File: config.mk
export PLATFORM = sky130hd
export DESIGN_NAME = alu_core_arbiter
export DESIGN_NICKNAME = d
export VERILOG_FILES = /design/src/rtl/alu_core_arbiter.sv
export SDC_FILE = /design/constraint.sdc
export NUM_CORES = 1
export LEC_CHECK = 0
export ABC_AREA = 0
export CAP_MARGIN = 10
export CORE_MARGIN = 2
export CORE_UTILIZATION = 40
export DETAILED_ROUTE_END_ITERATION = 12
export PLACE_DENSITY_LB_ADDON = 0.1
export SETUP_SLACK_MARGIN = 0.2
export SYNTH_ARGS = -nofsm -noshare
export SYNTH_HDL_FRONTEND = slang
export SYNTH_SLANG_ARGS = --single-unit
File: constraint.sdc
create_clock -name clk -period 8.4 [get_ports clk]
set_input_delay 0.84 -clock clk [delete_from_list [all_inputs] [get_ports clk]]
set_output_delay 0.84 -clock clk [all_outputs]
set_load 0.005 [all_outputs]
File: src/rtl/alu_core_arbiter.sv
// alu_core_arbiter
//   Round-robin scheduler sharing one mtm_Alu_core between NUM_REQ requesters.
//   One transaction is in flight at a time. A request is granted in IDLE,
//   issued to the core as a one-cycle req pulse, then the core result (or an
//   op-error / timeout) is returned to the owning requester as a tagged
//   response held until that requester accepts it.
//
// Ports
//   clk, rst          clock (rising edge), asynchronous active-high reset
//   req_valid/ready   per-requester request handshake (ready is one-hot)
//   req_a/b/op        packed operands/opcode, requester i at [32i+31:32i] / [3i+2:3i]
//   rsp_valid/ready   per-requester response handshake (valid is one-hot)
//   rsp_result/flags/crc/err  captured core outputs; err 00 ok, 01 op error, 10 timeout
//   busy              high whenever the controller is not IDLE
//   core_*            connection to the shared ALU core (reset driven elsewhere)
module alu_core_arbiter #(
  parameter int NUM_REQ = 2,
  parameter int TIMEOUT = 15
) (
  input  logic                    clk,
  input  logic                    rst,
  input  logic [NUM_REQ-1:0]      req_valid,
  output logic [NUM_REQ-1:0]      req_ready,
  input  logic [NUM_REQ*32-1:0]   req_a,
  input  logic [NUM_REQ*32-1:0]   req_b,
  input  logic [NUM_REQ*3-1:0]    req_op,
  output logic [NUM_REQ-1:0]      rsp_valid,
  input  logic [NUM_REQ-1:0]      rsp_ready,
  output logic [31:0]             rsp_result,
  output logic [3:0]              rsp_flags,
  output logic [2:0]              rsp_crc,
  output logic [1:0]              rsp_err,
  output logic                    busy,
  output logic                    core_req,
  output logic                    core_ack_in,
  output logic [31:0]             core_a,
  output logic [31:0]             core_b,
  output logic [2:0]              core_op,
  input  logic                    core_ack,
  input  logic                    core_op_err,
  input  logic [31:0]             core_result,
  input  logic [3:0]              core_flags,
  input  logic [2:0]              core_crc
);

  localparam int unsigned NR = NUM_REQ;
  localparam int unsigned OW = (NUM_REQ > 1) ? $clog2(NUM_REQ) : 1;
  localparam int unsigned WW = $clog2(TIMEOUT + 1);
  localparam logic [WW-1:0] WAIT_LIMIT = WW'(TIMEOUT);

  localparam logic [1:0] ERR_OK      = 2'b00;
  localparam logic [1:0] ERR_OP      = 2'b01;
  localparam logic [1:0] ERR_TIMEOUT = 2'b10;

  typedef enum logic [1:0] {
    S_IDLE,
    S_ISSUE,
    S_WAIT,
    S_RESP
  } state_t;

  state_t          state;
  logic [OW-1:0]   rr_ptr;
  logic [OW-1:0]   owner;
  logic [WW-1:0]   wait_cnt;

  logic            grant_found;
  logic [OW-1:0]   grant_idx;
  logic [31:0]     sel_a;
  logic [31:0]     sel_b;
  logic [2:0]      sel_op;
  int unsigned     cand;
  logic [NR-1:0]   owner_oh;
  logic            wait_live;

  // Round-robin search starting one past the last served requester.
  // The first hit wins; operands of the winner are muxed out in the same pass.
  always_comb begin
    grant_found = 1'b0;
    grant_idx   = '0;
    sel_a       = '0;
    sel_b       = '0;
    sel_op      = '0;
    cand        = 0;
    for (int unsigned k = 1; k <= NR; k++) begin
      cand = (32'(rr_ptr) + k) % NR;
      if (!grant_found && req_valid[cand]) begin
        grant_found = 1'b1;
        grant_idx   = OW'(cand);
        sel_a       = req_a[cand*32 +: 32];
        sel_b       = req_b[cand*32 +: 32];
        sel_op      = req_op[cand*3 +: 3];
      end
    end
  end

  always_comb begin
    req_ready = '0;
    if (state == S_IDLE && grant_found) begin
      req_ready[grant_idx] = 1'b1;
    end
  end

  always_comb begin
    owner_oh        = '0;
    owner_oh[owner] = 1'b1;
  end

  // The core's OP_Err lags req by more than one cycle, so the first WAIT
  // cycle still shows the previous transaction's status and is skipped.
  assign wait_live   = (state == S_WAIT) && (wait_cnt != '0);
  assign core_ack_in = wait_live && !core_op_err && core_ack;

  always_ff @(posedge clk or posedge rst) begin
    if (rst) begin
      state      <= S_IDLE;
      rr_ptr     <= '0;
      owner      <= '0;
      wait_cnt   <= '0;
      core_a     <= '0;
      core_b     <= '0;
      core_op    <= '0;
      core_req   <= 1'b0;
      busy       <= 1'b0;
      rsp_valid  <= '0;
      rsp_result <= '0;
      rsp_flags  <= '0;
      rsp_crc    <= '0;
      rsp_err    <= ERR_OK;
    end else begin
      case (state)
        S_IDLE: begin
          if (grant_found) begin
            core_a   <= sel_a;
            core_b   <= sel_b;
            core_op  <= sel_op;
            owner    <= grant_idx;
            core_req <= 1'b1;
            busy     <= 1'b1;
            state    <= S_ISSUE;
          end
        end

        S_ISSUE: begin
          core_req <= 1'b0;
          rr_ptr   <= owner;
          wait_cnt <= '0;
          state    <= S_WAIT;
        end

        S_WAIT: begin
          wait_cnt <= wait_cnt + 1'b1;
          if (wait_live) begin
            if (core_op_err) begin
              rsp_err    <= ERR_OP;
              rsp_result <= '0;
              rsp_flags  <= '0;
              rsp_crc    <= '0;
              rsp_valid  <= owner_oh;
              state      <= S_RESP;
            end else if (core_ack) begin
              rsp_err    <= ERR_OK;
              rsp_result <= core_result;
              rsp_flags  <= core_flags;
              rsp_crc    <= core_crc;
              rsp_valid  <= owner_oh;
              state      <= S_RESP;
            end else if (wait_cnt == WAIT_LIMIT) begin
              rsp_err    <= ERR_TIMEOUT;
              rsp_result <= '0;
              rsp_flags  <= '0;
              rsp_crc    <= '0;
              rsp_valid  <= owner_oh;
              state      <= S_RESP;
            end
          end
        end

        S_RESP: begin
          if (rsp_ready[owner]) begin
            rsp_valid <= '0;
            busy      <= 1'b0;
            state     <= S_IDLE;
          end
        end

        default: state <= S_IDLE;
      endcase
    end
  end

  a_req_ready_onehot: assert property (@(posedge clk) disable iff (rst) $onehot0(req_ready));
  a_rsp_valid_onehot: assert property (@(posedge clk) disable iff (rst) $onehot0(rsp_valid));
  a_core_req_pulse:   assert property (@(posedge clk) disable iff (rst) core_req |=> !core_req);

endmodule

==> results.cfg <==
[routing]
drc = 0
routedWlPerCell_um = 16.3
vias = 4733
drtPass1Iterations = 5
ant_nets = 0
routed_wl_um = 15300
drtIter0Drc = 267
viasPerCell = 5.04

[synth]
synth_nets = 661
synth_cell_types = 34
async_reset_ff_share_pct = 100
synth.most_common_cell = dfrtp_1
synth_top_area_share_pct = 58.8
yosys.area.top_type = dfrtp_1
synth_cells = 473
synth_ff_type = dfrtp_1
synth.top_cells.by_area = dfrtp_1 59%, a22oi_1 10%, a22o_1 6.7%, nand2_1 5.8%, o21ai_0 5.3%
syn_area_per_cell_um2 = 10.8
yosysWarnings = 0
synth_seq_cells = 120
synth_edf_count = 0
netlist_area_um2 = 5110
netlist_top_cells_count = 120 x dfrtp_1, 79 x nand2_1, 69 x a22oi_1
yosysSeqAreaShare_pct = 58.8

[placed_design]
gp_congestion = 0.781
place_inst = 907
dpl.hpwl_um = 11300
io_buffers = 295

[global_route]
grt_first_pass_wirelength_um = 22900
grtUsageMet3_pct = 7.42
busiest_layer = met2
use_met1_pct = 25.2
grt_pass1_vias = 4566
grt_overflow = 0
grt_usage_pct = 21.9
met2_usage_pct = 37.2
grt_max_degree = 138
antenna_found_initial = 0

[die]
num_rows = 41
core_region_area_um2 = 12600
start_util_pct = 40.7
die_w_um = 117
io-pin-count = 296
die_area_um2 = 13700
die_h_um = 117

[clock_network]
cts-root-buf = clkbuf_16
htree_levels = 4
ctsResizeCount = 0
cts.reportedPaths.clkPinSlew_ns = 0.05
postCtsHoldBufs = 0
clock-sinks = 120
clk_latency_ns = 0.41
cts_tree = yes
cts_setup_buffers = 0
cts_buffer_depth = 2
cts_buffers = 17

[sta]
slew_headroom_pct = 25.4
fin_crit_sh_pct = 45.7
slew_violations = 0
hold_viol = 0
finalSetupViolCount = 0
period_minus_slack_ns = 3.84
clock_skew_ns = 0.00533
whs_ns = 0.476
worstMarginPinSlew_ns = 1.12
rsz0062_at_grt = no
fmax_mhz = 260
fin_setup_tns_ns = 0

[hold_path]
hold_path_class = reg2reg
holdCritStartpoint = core_a[5]
whs_endpoint = core_a[5]
holdPathStages = 2

[worst_setup_path]
worst-path-max-fanout = 68
end_kind = output port
r2r_slack_ns = 6.11
reg2reg_from = wait_cnt[0]
worst_r2r_path_depth = 6
crit-reg2reg-capture = rsp_err[0]
startpoint_type = primary input
required_ns = 7.56
crit_arrival_ns = 3.00
crit_type = in2out

[layout]
area_delta_synth_final_pct = 72.9
nets = 942
diodes = 0
layout.cells.non_filler = 939
drive_above_1_share_pct = 6.52

[job]
drv_cap = 0

[outcome]
status = complete, no violations

[power]
p_per_area_nw_per_um2 = 308
ir_drop_mv = 0.173
cellLeakagePower_nw = 3.76
-- metrics by stage --
step / power, mW / setup slack, ns / utilization (%) / instance area, µm²
finish: 2.72 / 4.56 / 70.3 / 8840
global route: 2.89 / 4.45 / 70.3 / 8840
CTS: 2.75 / 4.56 / 70.3 / 8840
detailed placement: 1.93 / 4.55 / 65.0 / 8170
global placement: 1.90 / 4.64 / 65.0 / 8170
floorplan: 1.34 / 4.37 / - / 5110
-- per-layer routing --
metal	part of all wire (%)	vias up
li1	-	2280
met1	38	2212
met4	3.0	0
met5	0	-
met3	8.8	35
met2	50	206
-- how the worst max path moves through the flow --
stage | startpoint | endpoint
after floorplan | rst | busy
after global placement | req_valid[0] | req_ready[0]
after detailed placement | req_valid[0] | req_ready[0]
after CTS | req_valid[0] | req_ready[0]
after global routing | req_valid[0] | req_ready[0]
final | req_valid[0] | req_ready[0]
-- layout make-up --
cell class / count / area, µm²
clock inverter: 13 / 225
timing repair buffer: 301 / 3000
multi-input combinational: 304 / 1910
tap: 172 / 215
sequential: 120 / 3000
clock buffer: 19 / 443
fill: 947 / 3730
inverter: 10 / 40.0
-- state kept, by name, summed over array words and instances (netlist names) --
name,count
busy,1
core_b,32
core_a,32
rsp_result,32
rsp_err,2
state,2
wait_cnt,4
rsp_flags,4
rr_ptr,1
rsp_crc,3
owner,1
rsp_valid,2
core_op,3
core_req,1
-- logic make-up after synthesis --
family	after synthesis	share of synthesized area (%)
compound gates	197	26.6
simple gates	95	7.42
fa+ha+maj	7	1.71
buf+inv	49	4.36
mux	5	1.15
flops	120	58.8
-- power breakdown --
part	total [mW]	leakage [nW]	internal, mW	switching (mW)
Combinational	1.01	1.88	0.576	0.434
Clock	0.809	0.315	0.562	0.248
Sequential	0.899	1.56	0.786	0.113
Total	2.72	3.76	1.92	0.795
-- cells in the final DEF (no fill, tap or decap), drive strengths merged --
master / netlist / routed
clkdlybuf4s50: 0 / 295
dfrtp: 120 / 120
nand2: 79 / 79
o21ai: 75 / 75
a22oi: 70 / 70
a22o: 39 / 39
clkbuf: 15 / 19
inv: 10 / 10
ha: 7 / 7
bufinv: 0 / 6
buf: 24 / 6
nor2: 6 / 6
nand3: 4 / 4
clkinvlp: 0 / 4
mux2: 4 / 4
o211ai: 3 / 3
clkinv: 0 / 3
a21boi: 3 / 3
a21oi: 3 / 3
a21o: 2 / 2
and2: 2 / 2
nor3: 1 / 1
nor2b: 1 / 1
nand3b: 1 / 1
mux2i: 1 / 1
o311ai: 1 / 1
o311a: 1 / 1
or2: 1 / 1
-- critical path, cell delays in order --
cell	delay, ns
clkdlybuf4s50_1	0.62
a21boi_4	0.22
buf_4	0.55
and2_1	0.22
clkdlybuf4s50_1	0.50
(Power assumes the default switching activity.)
